`src/rtl/pma_tx_symb_buffer.sv`:
```
// Elastic PAM5 symbol buffer between PCS TX encoder and PMA TX, with symbol timer and underflow idle fill.
// Optional feature macro: PAM5_RANGE_CHECK_EN (illegal PAM5 codes stored as 0 and flagged on io_sym_err).
module pma_tx_symb_buffer #(
  parameter int DEPTH     = 4,
  parameter int SYMB_DIV  = 1,
  parameter int PRIME_LVL = 2
) (
  input  logic                         clock,
  input  logic                         reset,
  input  logic                         io_enable,
  input  logic                         io_clr_status,
  input  logic                         io_tx_symb_vector_valid,
  output logic                         io_tx_symb_vector_ready,
  input  logic [2:0]                   io_tx_symb_vector_bits_0,
  input  logic [2:0]                   io_tx_symb_vector_bits_1,
  input  logic [2:0]                   io_tx_symb_vector_bits_2,
  input  logic [2:0]                   io_tx_symb_vector_bits_3,
  output logic                         io_symb_timer_done,
  output logic                         io_pma_tx_strobe,
  output logic [2:0]                   io_pma_tx_a,
  output logic [2:0]                   io_pma_tx_b,
  output logic [2:0]                   io_pma_tx_c,
  output logic [2:0]                   io_pma_tx_d,
  output logic [$clog2(DEPTH+1)-1:0]   io_level,
  output logic                         io_underflow,
  output logic                         io_sym_err
);

  localparam int PTR_W = (DEPTH > 1) ? $clog2(DEPTH) : 1;
  localparam int LVL_W = $clog2(DEPTH + 1);
  localparam int CNT_W = (SYMB_DIV > 1) ? $clog2(SYMB_DIV) : 1;

  typedef enum logic [1:0] {
    ST_IDLE = 2'd0,
    ST_FILL = 2'd1,
    ST_RUN  = 2'd2
  } state_t;

  state_t             r_state;
  state_t             w_state_nxt;
  logic [CNT_W-1:0]   r_cnt;
  logic [LVL_W-1:0]   r_level;
  logic [PTR_W-1:0]   r_wr_ptr;
  logic [PTR_W-1:0]   r_rd_ptr;
  logic [11:0]        r_mem [DEPTH];
  logic               r_underflow;
  logic               r_sym_err;
  logic               r_strobe;
  logic [11:0]        r_out;

  logic               w_flush;
  logic               w_tick;
  logic               w_ready;
  logic               w_push;
  logic               w_pop;
  logic               w_uf_evt;
  logic               w_err_evt;
  logic [11:0]        w_wr_data;

`ifdef PAM5_RANGE_CHECK_EN
  function automatic logic f_pam5_bad(input logic [2:0] s);
    case (s)
      3'b011, 3'b100, 3'b101: return 1'b1;
      default:                return 1'b0;
    endcase
  endfunction

  function automatic logic [2:0] f_pam5_clip(input logic [2:0] s);
    return f_pam5_bad(s) ? 3'b000 : s;
  endfunction

  assign w_wr_data = {f_pam5_clip(io_tx_symb_vector_bits_3), f_pam5_clip(io_tx_symb_vector_bits_2),
                      f_pam5_clip(io_tx_symb_vector_bits_1), f_pam5_clip(io_tx_symb_vector_bits_0)};
  assign w_err_evt = w_push && (f_pam5_bad(io_tx_symb_vector_bits_0) || f_pam5_bad(io_tx_symb_vector_bits_1) ||
                                f_pam5_bad(io_tx_symb_vector_bits_2) || f_pam5_bad(io_tx_symb_vector_bits_3));
`else
  assign w_wr_data = {io_tx_symb_vector_bits_3, io_tx_symb_vector_bits_2,
                      io_tx_symb_vector_bits_1, io_tx_symb_vector_bits_0};
  assign w_err_evt = 1'b0;
`endif

  // Timer is parked at 0 in IDLE so the first tick lands SYMB_DIV cycles into FILL.
  assign w_flush  = !io_enable || (r_state == ST_IDLE);
  assign w_tick   = io_enable && (r_state != ST_IDLE) && (r_cnt == CNT_W'(SYMB_DIV - 1));
  assign w_ready  = (r_state != ST_IDLE) && (r_level < LVL_W'(DEPTH));
  assign w_push   = io_tx_symb_vector_valid && w_ready;
  assign w_pop    = w_tick && (((r_state == ST_FILL) && (r_level >= LVL_W'(PRIME_LVL))) ||
                               ((r_state == ST_RUN) && (r_level != {LVL_W{1'b0}})));
  assign w_uf_evt = w_tick && (r_state == ST_RUN) && (r_level == {LVL_W{1'b0}});

  // Next-state logic for the fill/run sequencer.
  always_comb begin
    w_state_nxt = r_state;
    if (!io_enable) begin
      w_state_nxt = ST_IDLE;
    end else begin
      case (r_state)
        ST_IDLE: w_state_nxt = ST_FILL;
        ST_FILL: w_state_nxt = w_pop ? ST_RUN : ST_FILL;
        ST_RUN:  w_state_nxt = ST_RUN;
        default: w_state_nxt = ST_IDLE;
      endcase
    end
  end

  // State register and symbol-period timer.
  always_ff @(posedge clock or negedge reset) begin
    if (!reset) begin
      r_state <= ST_IDLE;
      r_cnt   <= {CNT_W{1'b0}};
    end else begin
      r_state <= w_state_nxt;
      if (w_flush || (r_cnt == CNT_W'(SYMB_DIV - 1))) r_cnt <= {CNT_W{1'b0}};
      else                                            r_cnt <= r_cnt + CNT_W'(1);
    end
  end

  // FIFO storage; pops always read an entry written in an earlier cycle.
  always_ff @(posedge clock) begin
    if (w_push) r_mem[r_wr_ptr] <= w_wr_data;
  end

  // Pointers and occupancy.
  always_ff @(posedge clock or negedge reset) begin
    if (!reset) begin
      r_wr_ptr <= {PTR_W{1'b0}};
      r_rd_ptr <= {PTR_W{1'b0}};
      r_level  <= {LVL_W{1'b0}};
    end else if (w_flush) begin
      r_wr_ptr <= {PTR_W{1'b0}};
      r_rd_ptr <= {PTR_W{1'b0}};
      r_level  <= {LVL_W{1'b0}};
    end else begin
      if (w_push) r_wr_ptr <= r_wr_ptr + PTR_W'(1);
      if (w_pop)  r_rd_ptr <= r_rd_ptr + PTR_W'(1);
      case ({w_push, w_pop})
        2'b10:   r_level <= r_level + LVL_W'(1);
        2'b01:   r_level <= r_level - LVL_W'(1);
        default: r_level <= r_level;
      endcase
    end
  end

  // PMA output register: one strobe per tick in RUN, idle-level zeros on underflow.
  always_ff @(posedge clock or negedge reset) begin
    if (!reset) begin
      r_strobe <= 1'b0;
      r_out    <= 12'h000;
    end else if (w_flush) begin
      r_strobe <= 1'b0;
      r_out    <= 12'h000;
    end else if (w_pop) begin
      r_strobe <= 1'b1;
      r_out    <= r_mem[r_rd_ptr];
    end else if (w_uf_evt) begin
      r_strobe <= 1'b1;
      r_out    <= 12'h000;
    end else begin
      r_strobe <= 1'b0;
    end
  end

  // Sticky status; a set event beats a simultaneous clear.
  always_ff @(posedge clock or negedge reset) begin
    if (!reset) begin
      r_underflow <= 1'b0;
      r_sym_err   <= 1'b0;
    end else begin
      if (w_uf_evt)           r_underflow <= 1'b1;
      else if (io_clr_status) r_underflow <= 1'b0;
      if (w_err_evt)          r_sym_err   <= 1'b1;
      else if (io_clr_status) r_sym_err   <= 1'b0;
    end
  end

  assign io_tx_symb_vector_ready = w_ready;
  assign io_symb_timer_done      = w_tick;
  assign io_pma_tx_strobe        = r_strobe;
  assign io_pma_tx_a             = r_out[2:0];
  assign io_pma_tx_b             = r_out[5:3];
  assign io_pma_tx_c             = r_out[8:6];
  assign io_pma_tx_d             = r_out[11:9];
  assign io_level                = r_level;
  assign io_underflow            = r_underflow;
  assign io_sym_err              = r_sym_err;

endmodule
```
`config.mk`:
```
export PLATFORM = sky130hd
export DESIGN_NAME = pma_tx_symb_buffer
export DESIGN_NICKNAME = d
export VERILOG_FILES = /design/src/rtl/pma_tx_symb_buffer.sv
export SDC_FILE = /design/constraint.sdc
export NUM_CORES = 1
export LEC_CHECK = 0
export BUFFER_PORTS_ARGS = -buffer_cell sky130_fd_sc_hd__buf_2
export CAP_MARGIN = 10
export CORE_MARGIN = 4
export CORE_UTILIZATION = 55
export CTS_CLUSTER_DIAMETER = 60
export DETAILED_ROUTE_END_ITERATION = 8
export PLACE_DENSITY = 0.83
export SLEW_MARGIN = 20
export SYNTH_ARGS = -nofsm -noshare
export SYNTH_HDL_FRONTEND = slang
export SYNTH_SLANG_ARGS = --single-unit
```
`constraint.sdc`:
```
create_clock -name clock -period 2.5 [get_ports clock]
set_clock_uncertainty 0.15 [all_clocks]
set_input_delay 0.25 -clock clock [delete_from_list [all_inputs] [get_ports clock]]
set_output_delay 0.25 -clock clock [all_outputs]
set_load 0.02 [all_outputs]
```
# Yosys cells after proc, flatten, opt, wreduce, memory -nomap -nowiden
# Memory sizes are Yosys's and may differ from the RTL's.
# Index checks and enable logic that the tools add are counted.
# W data, S select, Z words.
# classes
addsub	5
magnitude_cmp	2
eq_ne	4
muxes	20
bitwise	1
reduce_logical	22
# ops
operator	n
$mux W12	3
$mux W2	6
$logic_and A1 B1 Y1	9
$reduce_bool A3 Y1	3
$mux W1	8
$reduce_bool A2 Y1	4
$pmux W2 S3	1
$pmux W3 S2	1
$add A2 B1 Y2 const B	2
$eq A2 B1 Y1 const B	2
$eq A2 B2 Y1 const B	2
$add A3 B1 Y3 const B	1
$ge A3 B2 Y1 const B	1
$logic_not A3 Y1	1
$logic_or A1 B1 Y1	3
$lt A3 B3 Y1 const B	1
$mux W3	1
$sub A3 B1 Y3 const B	1
$logic_not A2 Y1	1
$add A1 B1 Y1 const B	1
$logic_not A1 Y1	1
$not A1 Y1	1
# totals
reg_bits	24
ram_bits	48
memories	1
# mem_list
name	words	word_bits	rd	rd_clocked_by_memory_dff	wr	line_no	rtl
r_mem	4	12	1	0	1	45	logic [11:0] r_mem [DEPTH];

# Longest topological paths before layout
# Gate-level depths: netlist of the first run.
# logic_depth
ltp_word	8
mapped_depth	8

# Worst setup path before layout of the first run
# OpenSTA, ideal clock, no wires.
# synth_timing
path_kind	register to register
startpoint	register r_level[1] (netlist: io_level[1])
endpoint	register r_level[1] (netlist: io_level[1])
setup_ns	0.126
arrival_ns	2.071
path_slack_ns	0.153
path_stages_with_launch	8
path_buffers	0
period_less_slack_ns	2.347
path_cell_list	dfrtp_1 -> o21ai_1 -> o32a_1 -> nor2_1 -> fa_1 -> nand4_1 -> a21oi_1 -> a311o_1
# synth_between
elab_chain_cells	7
# synth_rtl
item	line_no	rtl
start: declaration	42	logic [LVL_W-1:0] r_level;
start signal: assignment	128	r_level <= {LVL_W{1'b0}};
start signal: assignment	132	r_level <= {LVL_W{1'b0}};
start signal: assignment	137	2'b10: r_level <= r_level + LVL_W'(1);
$ge A3 B2 Y1 or $reduce_bool A3 Y1 (tied branches)	87, 88	
$logic_and A1 B1 Y1, on equally long branches	87, 88	
$logic_or A1 B1 Y1	87	assign w_pop = w_tick && (((r_state == ST_FILL) && (r_level >= LVL_W'(PRIME_LVL))) ||
$logic_and A1 B1 Y1	87	
$eq A2 B1 Y1 or $eq A2 B2 Y1 (tied branches)	136	case ({w_push, w_pop})
$pmux W3 S2	136	
$mux W3	129	end else if (w_flush) begin
# Several ways; a longest one is shown, not always the timed one.
# A chain may end at the register's enable or synchronous reset.

# Final worst setup path of the first run
# layout_timing
startpoint	register r_cnt
endpoint	register r_level[1] (netlist: io_level[1])
# layout_between
elab_chain_cells	6
# layout_rtl
item	line_no	rtl
start: declaration	41	logic [CNT_W-1:0] r_cnt;
start signal: assignment	110	r_cnt <= {CNT_W{1'b0}};
start signal: assignment	113	if (w_flush || (r_cnt == CNT_W'(SYMB_DIV - 1))) r_cnt <= {CNT_W{1'b0}};
start signal: assignment	114	else r_cnt <= r_cnt + CNT_W'(1);
$not A1 Y1 *	84	assign w_tick = io_enable && (r_state != ST_IDLE) && (r_cnt == CNT_W'(SYMB_DIV - 1));
$logic_and A1 B1 Y1 *	84	
$logic_and A1 B1 Y1 *	87	
$eq A2 B1 Y1 or $eq A2 B2 Y1 (tied branches)	136	
$pmux W3 S2	136	
$mux W3	129	
end signal: assignment	128	
end signal: assignment	137	
end signal: assignment	138	2'b01: r_level <= r_level - LVL_W'(1);
# Every way passes the cells marked *; elsewhere a longest branch is shown, timed or not.

==> results.sh, run 1 <==
export IMPL_yosys_area_top_type="edfxtp_1"
export IMPL_cts_buffer_depth=2
export IMPL_dp_hpwl_um=3700
export IMPL_wire_per_inst_um=17.7
export IMPL_r2r_end="io_level[1]"
export IMPL_nNetsFinal=259
export IMPL_synth_area_per_cell_um2=17.1
export IMPL_path_class="register to register"
export IMPL_met3_usage_pct=5.88
export IMPL_clkTransAtPathRegs_ns=0.07
export IMPL_drtPass1Iterations=4
export IMPL_crit_fanout=7
export IMPL_drive_above_1_share_pct=33.1
export IMPL_holdPathEnd="r_state[1]"
export IMPL_r2r_slack_ns=0.12
export IMPL_insertion_delay_ns=0.35
export IMPL_ys_seq_area_share_pct=68.9
export IMPL_grt_pass1_vias=1835
export IMPL_placed_cell_area_um2=3260
export IMPL_end_kind="register"
export IMPL_io_buffers=35
export IMPL_powerDensity_nw_per_um2=644
export IMPL_die_h_um=81.4
export IMPL_final_cells=312
export IMPL_synth_cell_types=42
export IMPL_grt_start_max_net_pins=25
export IMPL_grt_antenna_before_repair=0
export IMPL_grtUsageMet1_pct=24.3
export IMPL_synthCells=173
export IMPL_grt_setup_unrepaired="no"
export IMPL_tns_ns=0
export IMPL_cp_required_ns=2.58
export IMPL_die_area_um2=6630
export IMPL_maxCapViolations=0
export IMPL_hold_depth=3
export IMPL_drt_initial_drc_count=165
export IMPL_arrival_ns=2.46
export IMPL_synth_top_area_share_pct=48.6
export IMPL_tightest_slew_ns=0.624
export IMPL_fin_crit_ns=2.38
export IMPL_std_cell_rows=26
export IMPL_seqPwrFrac_pct=56.2
export IMPL_syn_area_um2=2960
export IMPL_hold_slack_ns=0.173
export IMPL_initial_core_util_pct=57.3
export IMPL_core_area_um2=5170
export IMPL_p_int_mw=1.81
export IMPL_synth_area_leaders="edfxtp_1 49%, dfrtp_1 20%, mux4_2 9.1%"
export IMPL_preCtsSetupSlack_ns=0.143
export IMPL_cts_setup_buffers=0
export IMPL_cts_made_buffers=9
export IMPL_start_kind="register"
export IMPL_power_frac_clock_pct=38.7
export IMPL_die_x_um=81.4
export IMPL_cts_sinks=72
export IMPL_setup_viol=0
export IMPL_drcViolationCount=0
export IMPL_combPwrFrac_pct=5.1
export IMPL_busiest_layer="met2"
export IMPL_use_met2_pct=31.9
export IMPL_max_vdd_ir_drop_mv=0.477
export IMPL_routed_wl_um=5510
export IMPL_finalWorstSetupSlack_ns=0.117
export IMPL_post_cts_resized=0
export IMPL_antenna_cells=0
export IMPL_clock_root_buffer="clkbuf_8"
export IMPL_rr_worst_depth=7
export IMPL_hold_path_class="input port to register"
export IMPL_final_cell_mix="48 x edfxtp_1, 35 x buf_2, 24 x dfrtp_1"
export IMPL_via_per_inst=5.54
export IMPL_p_leak_nw=1.45
export IMPL_slew_viol_final=0
export IMPL_dp_cells=282
export IMPL_cts_hold_buffers=14
export IMPL_max_freq_mhz=420
export IMPL_reg2reg_from="r_cnt"
export IMPL_final_common_cell="edfxtp_1"
export IMPL_yosysWarningCount=0
export IMPL_pin_count=37
export IMPL_hold_viol=0
export IMPL_vias=1729
export IMPL_grt_usage_pct=19.7
export IMPL_antenna_left=0
export IMPL_grt_pass1_wl_um=9270
export IMPL_ys_seq_elements=72
export IMPL_synthToLayoutAreaGrowth_pct=21.4
export IMPL_switchingPower_uw=511
export IMPL_p_sw_share_pct=22.1
export IMPL_slew_headroom_pct=58.4
export IMPL_status="finished, final reports clean"
export IMPL_hp_start="io_enable"
export IMPL_place_congestion=0.832
export IMPL_cts_tree="yes"
export IMPL_cts_htree_levels=3
export IMPL_stdcell_area_um2=3600
export IMPL_overflow=0
export IMPL_finalCritPeriodShare_pct=95.3
[routing by layer]
layer  wire (µm)  part of all wire [%]  vias up
met5           0                     0        -
met4         112                   2.0        0
met3         318                   5.8       11
met2        2840                    51       50
met1        2250                    41      859
li1            -                     -      809
[worst max-delay path by stage]
stage	startpoint	to	slack, ns	depth (start not counted)
5_1_grt	r_cnt	io_level[1]	0.01	7
6_report	r_cnt	io_level[1]	0.12	7
3_3_place_gp	r_cnt	io_level[1]	0.20	7
3_5_place_dp	r_cnt	io_level[1]	0.14	7
2_1_floorplan	io_level[1]	io_level[1]	0.15	7
4_1_cts	r_cnt	io_level[1]	0.12	7
[layout make-up]
class | count | area, µm²
clock buffer | 9 | 124
sequential | 72 | 2040
inverter | 3 | 11.3
tap | 70 | 87.6
timing repair buffer | 62 | 413
multi-input combinational | 89 | 851
clock inverter | 7 | 68.8
fill | 337 | 1580
[flip-flops by register name, summed over array words and instances (netlist names)]
register,flops
r_mem,48
r_out,12
io_level,3
r_rd_ptr,2
r_state,2
r_wr_ptr,2
io_pma_tx_strobe,1
io_underflow,1
r_cnt,1
[per-stage QoR]
stage | util (%) | total power, mW
after CTS | 69.5 | 2.34
after global routing | 69.5 | 2.41
after detailed placement | 63.1 | 1.43
final | 69.5 | 2.32
after floorplan | - | 1.38
after global placement | 63.1 | 1.42
[power groups by stage]
stage	registers [mW]	clock network (mW)	logic (mW)
after floorplan	1.33	0	0.0520
after global placement	1.33	0	0.0979
after detailed placement	1.33	0	0.101
after CTS	1.30	0.916	0.118
after global routing	1.30	0.975	0.131
final	1.30	0.896	0.117
[logic make-up (layout without fill, tap and decap cells)]
group | after synthesis | after routing | synth area share [%]
mux | 13 | 13 | 9.46
xor+xnor | 2 | 2 | 0.591
flops | 72 | 72 | 68.9
other cells | 1 | 2 | 0.127
fa+ha+maj | 5 | 5 | 2.36
compound gates | 27 | 27 | 7.98
buf+inv | 13 | 81 | 2.49
simple gates | 40 | 40 | 8.07
[synthesized netlist by cell type, drive strengths merged]
master / count
edfxtp: 48
dfrtp: 24
a22o: 12
mux4: 12
nor2: 11
buf: 7
and3: 5
ha: 4
nand4: 4
a21oi: 3
clkbuf: 3
inv: 3
nand2: 3
nand2b: 3
nor3: 3
o21ai: 3
nand3: 2
nor2b: 2
nor3b: 2
or2: 2
xnor2: 2
a21boi: 1
a311o: 1
a32o: 1
conb: 1
fa: 1
mux2i: 1
nand3b: 1
nand4bb: 1
o21a: 1
o21bai: 1
o22ai: 1
o32a: 1
o32ai: 1
o41ai: 1
or3b: 1
[worst max-delay path, cell delays in order (launching register included)]
cell,delay (ns)
dfrtp_1,0.43
nand2b_1,0.23
o32a_1,0.40
nor2_1,0.13
fa_1,0.44
nand4_1,0.09
a21oi_1,0.07
a311o_1,0.33
Power figures use the tool's default switching activity.
==> run 2, diff against run 1 <==
==> constraint.sdc (replaced) <==
create_clock -name clock -period 2.5 [get_ports clock]
set_clock_uncertainty 0.15 [all_clocks]
set_input_delay 0.5 -clock clock [delete_from_list [all_inputs] [get_ports clock]]
set_output_delay 0.5 -clock clock [all_outputs]
set_load 0.02 [all_outputs]
==> run 2 against run 1 <==
  * Via count up 0.52%
  * Sequential share of layout area up 1.6 points
  * Hold slack better by 0.026 ns
  * Register-to-register slack better by 0.02 ns
  * Critical endpoint unchanged
  * Largest cell class unchanged
==> results.sh, run 2 (same netlist as run 1, synthesis figures left out) <==
export IMPL_cts_htree_levels=3
export IMPL_max_freq_mhz=424
export IMPL_tns_ns=0
export IMPL_met3_wirelength_um=291
export IMPL_start_kind="register"
export IMPL_end_kind="register"
export IMPL_via_per_inst=5.81
export IMPL_die_x_um=81.4
export IMPL_setup_viol=0
export IMPL_initial_core_util_pct=57.3
export IMPL_insertion_delay_ns=0.34
export IMPL_wire_per_inst_um=19.0
export IMPL_fin_util_pct=67.6
export IMPL_cts_setup_buffers=0
export IMPL_grt_pass1_wl_um=9200
export IMPL_grt_pass1_vias=1820
export IMPL_die_h_um=81.4
export IMPL_io_buffers=35
export IMPL_maxCapViolations=0
export IMPL_antenna_left=0
export IMPL_grt_setup_unrepaired="no"
export IMPL_tightest_slew_ns=0.635
export IMPL_p_leak_nw=1.40
export IMPL_antenna_cells=0
export IMPL_routedLengthMet1_um=2280
export IMPL_finalCritPeriodShare_pct=94.4
export IMPL_hold_path_class="input port to register"
export IMPL_pin_count=37
export IMPL_arrival_ns=2.44
export IMPL_final_common_cell="edfxtp_1"
export IMPL_drive_above_1_share_pct=35.4
export IMPL_drt_initial_drc_count=115
export IMPL_grt_usage_pct=19.5
export IMPL_routed_wl_um=5680
export IMPL_powerDensity_nw_per_um2=692
export IMPL_largest_reg_flops=48
export IMPL_hold_viol=0
export IMPL_drcViolationCount=0
export IMPL_top_register="r_mem"
export IMPL_stdcell_area_um2=3500
export IMPL_overflow=0
export IMPL_die_area_um2=6630
export IMPL_final_cell_mix="48 x edfxtp_1, 35 x buf_2, 24 x dfrtp_1"
export IMPL_r2r_slack_ns=0.14
export IMPL_cts_buffer_depth=2
export IMPL_cts_sinks=72
export IMPL_crit_fanout=10
export IMPL_wl_met2_um=3020
export IMPL_clock_root_buffer="clkbuf_8"
export IMPL_nNetsFinal=246
export IMPL_grt_antenna_before_repair=0
export IMPL_status="finished, final reports clean"
export IMPL_slew_viol_final=0
export IMPL_drtPass1Iterations=4
export IMPL_placed_cell_area_um2=3260
export IMPL_grt_start_max_net_pins=25
export IMPL_cts_made_buffers=9
export IMPL_dp_hpwl_um=3750
export IMPL_vias=1738
export IMPL_fin_crit_ns=2.36
export IMPL_synthToLayoutAreaGrowth_pct=18.0
export IMPL_place_congestion=0.836
export IMPL_finalWorstSetupSlack_ns=0.141
export IMPL_max_vdd_ir_drop_mv=0.806
export IMPL_cp_required_ns=2.58
export IMPL_clkTransAtPathRegs_ns=0.08
export IMPL_path_class="register to register"
export IMPL_cts_tree="yes"
export IMPL_slew_headroom_pct=57.7
export IMPL_std_cell_rows=26
export IMPL_routed_top_layer="met4"
export IMPL_core_area_um2=5170
export IMPL_preCtsSetupSlack_ns=0.104
==> run 2: metrics by stage <==
step                      hold slack (ns)  std cells  total power, mW
after floorplan                    0.0544        174             1.38
after global placement              0.336        282             1.43
after detailed placement            0.340        282             1.43
after CTS                           0.179        299             2.43
after global routing                0.173        299             2.50
final                               0.198        299             2.42
==> run 2: final timing paths <==
path | endpoint | cells past startpoint | start
max | io_level[1] | 7 | io_level[2]
min | io_underflow | 2 | io_clr_status
max reg2reg | io_level[1] | 7 | io_level[2]
min reg2reg | r_out[2] | 1 | r_out[2]
max in group asynchronous | r_out[4] | 2 | reset
min in group asynchronous | io_pma_tx_strobe | 2 | reset
==> run 2: layer usage <==
layer / GRT usage, % / vias up
met1: 24.0 / 895
met4: 10.1 / 0
met3: 4.77 / 9
met2: 31.9 / 62
met5: 0 / -
li1: - / 772
==> run 2: repair_timing <==
action	4_1_cts	5_1_grt
hold buffers	1	0
endpoints found under the hold margin	15	0
endpoints found under the setup margin	0	1
resized for setup	0	1
==> run 2: power by group <==
part           switching [mW]  internal [mW]
Clock                   0.446          0.567
Combinational          0.0640         0.0412
Sequential             0.0100           1.29
Total                   0.520           1.90
==> run 2: final cells by class <==
class	count	area, µm²
timing repair buffer	49	283
tap	70	87.6
sequential	72	2040
fill	366	1680
inverter	3	11.3
multi-input combinational	89	853
clock buffer	10	128
clock inverter	6	92.6
==> run 2: critical path, stage by stage, from the launching register on <==
cell and delay (ns):
dfrtp_1 0.54, o21ai_1 0.15, o32a_1 0.35, nor2_1 0.13, fa_1 0.44, nand4_1 0.09, a21oi_1 0.07, a311o_1 0.33
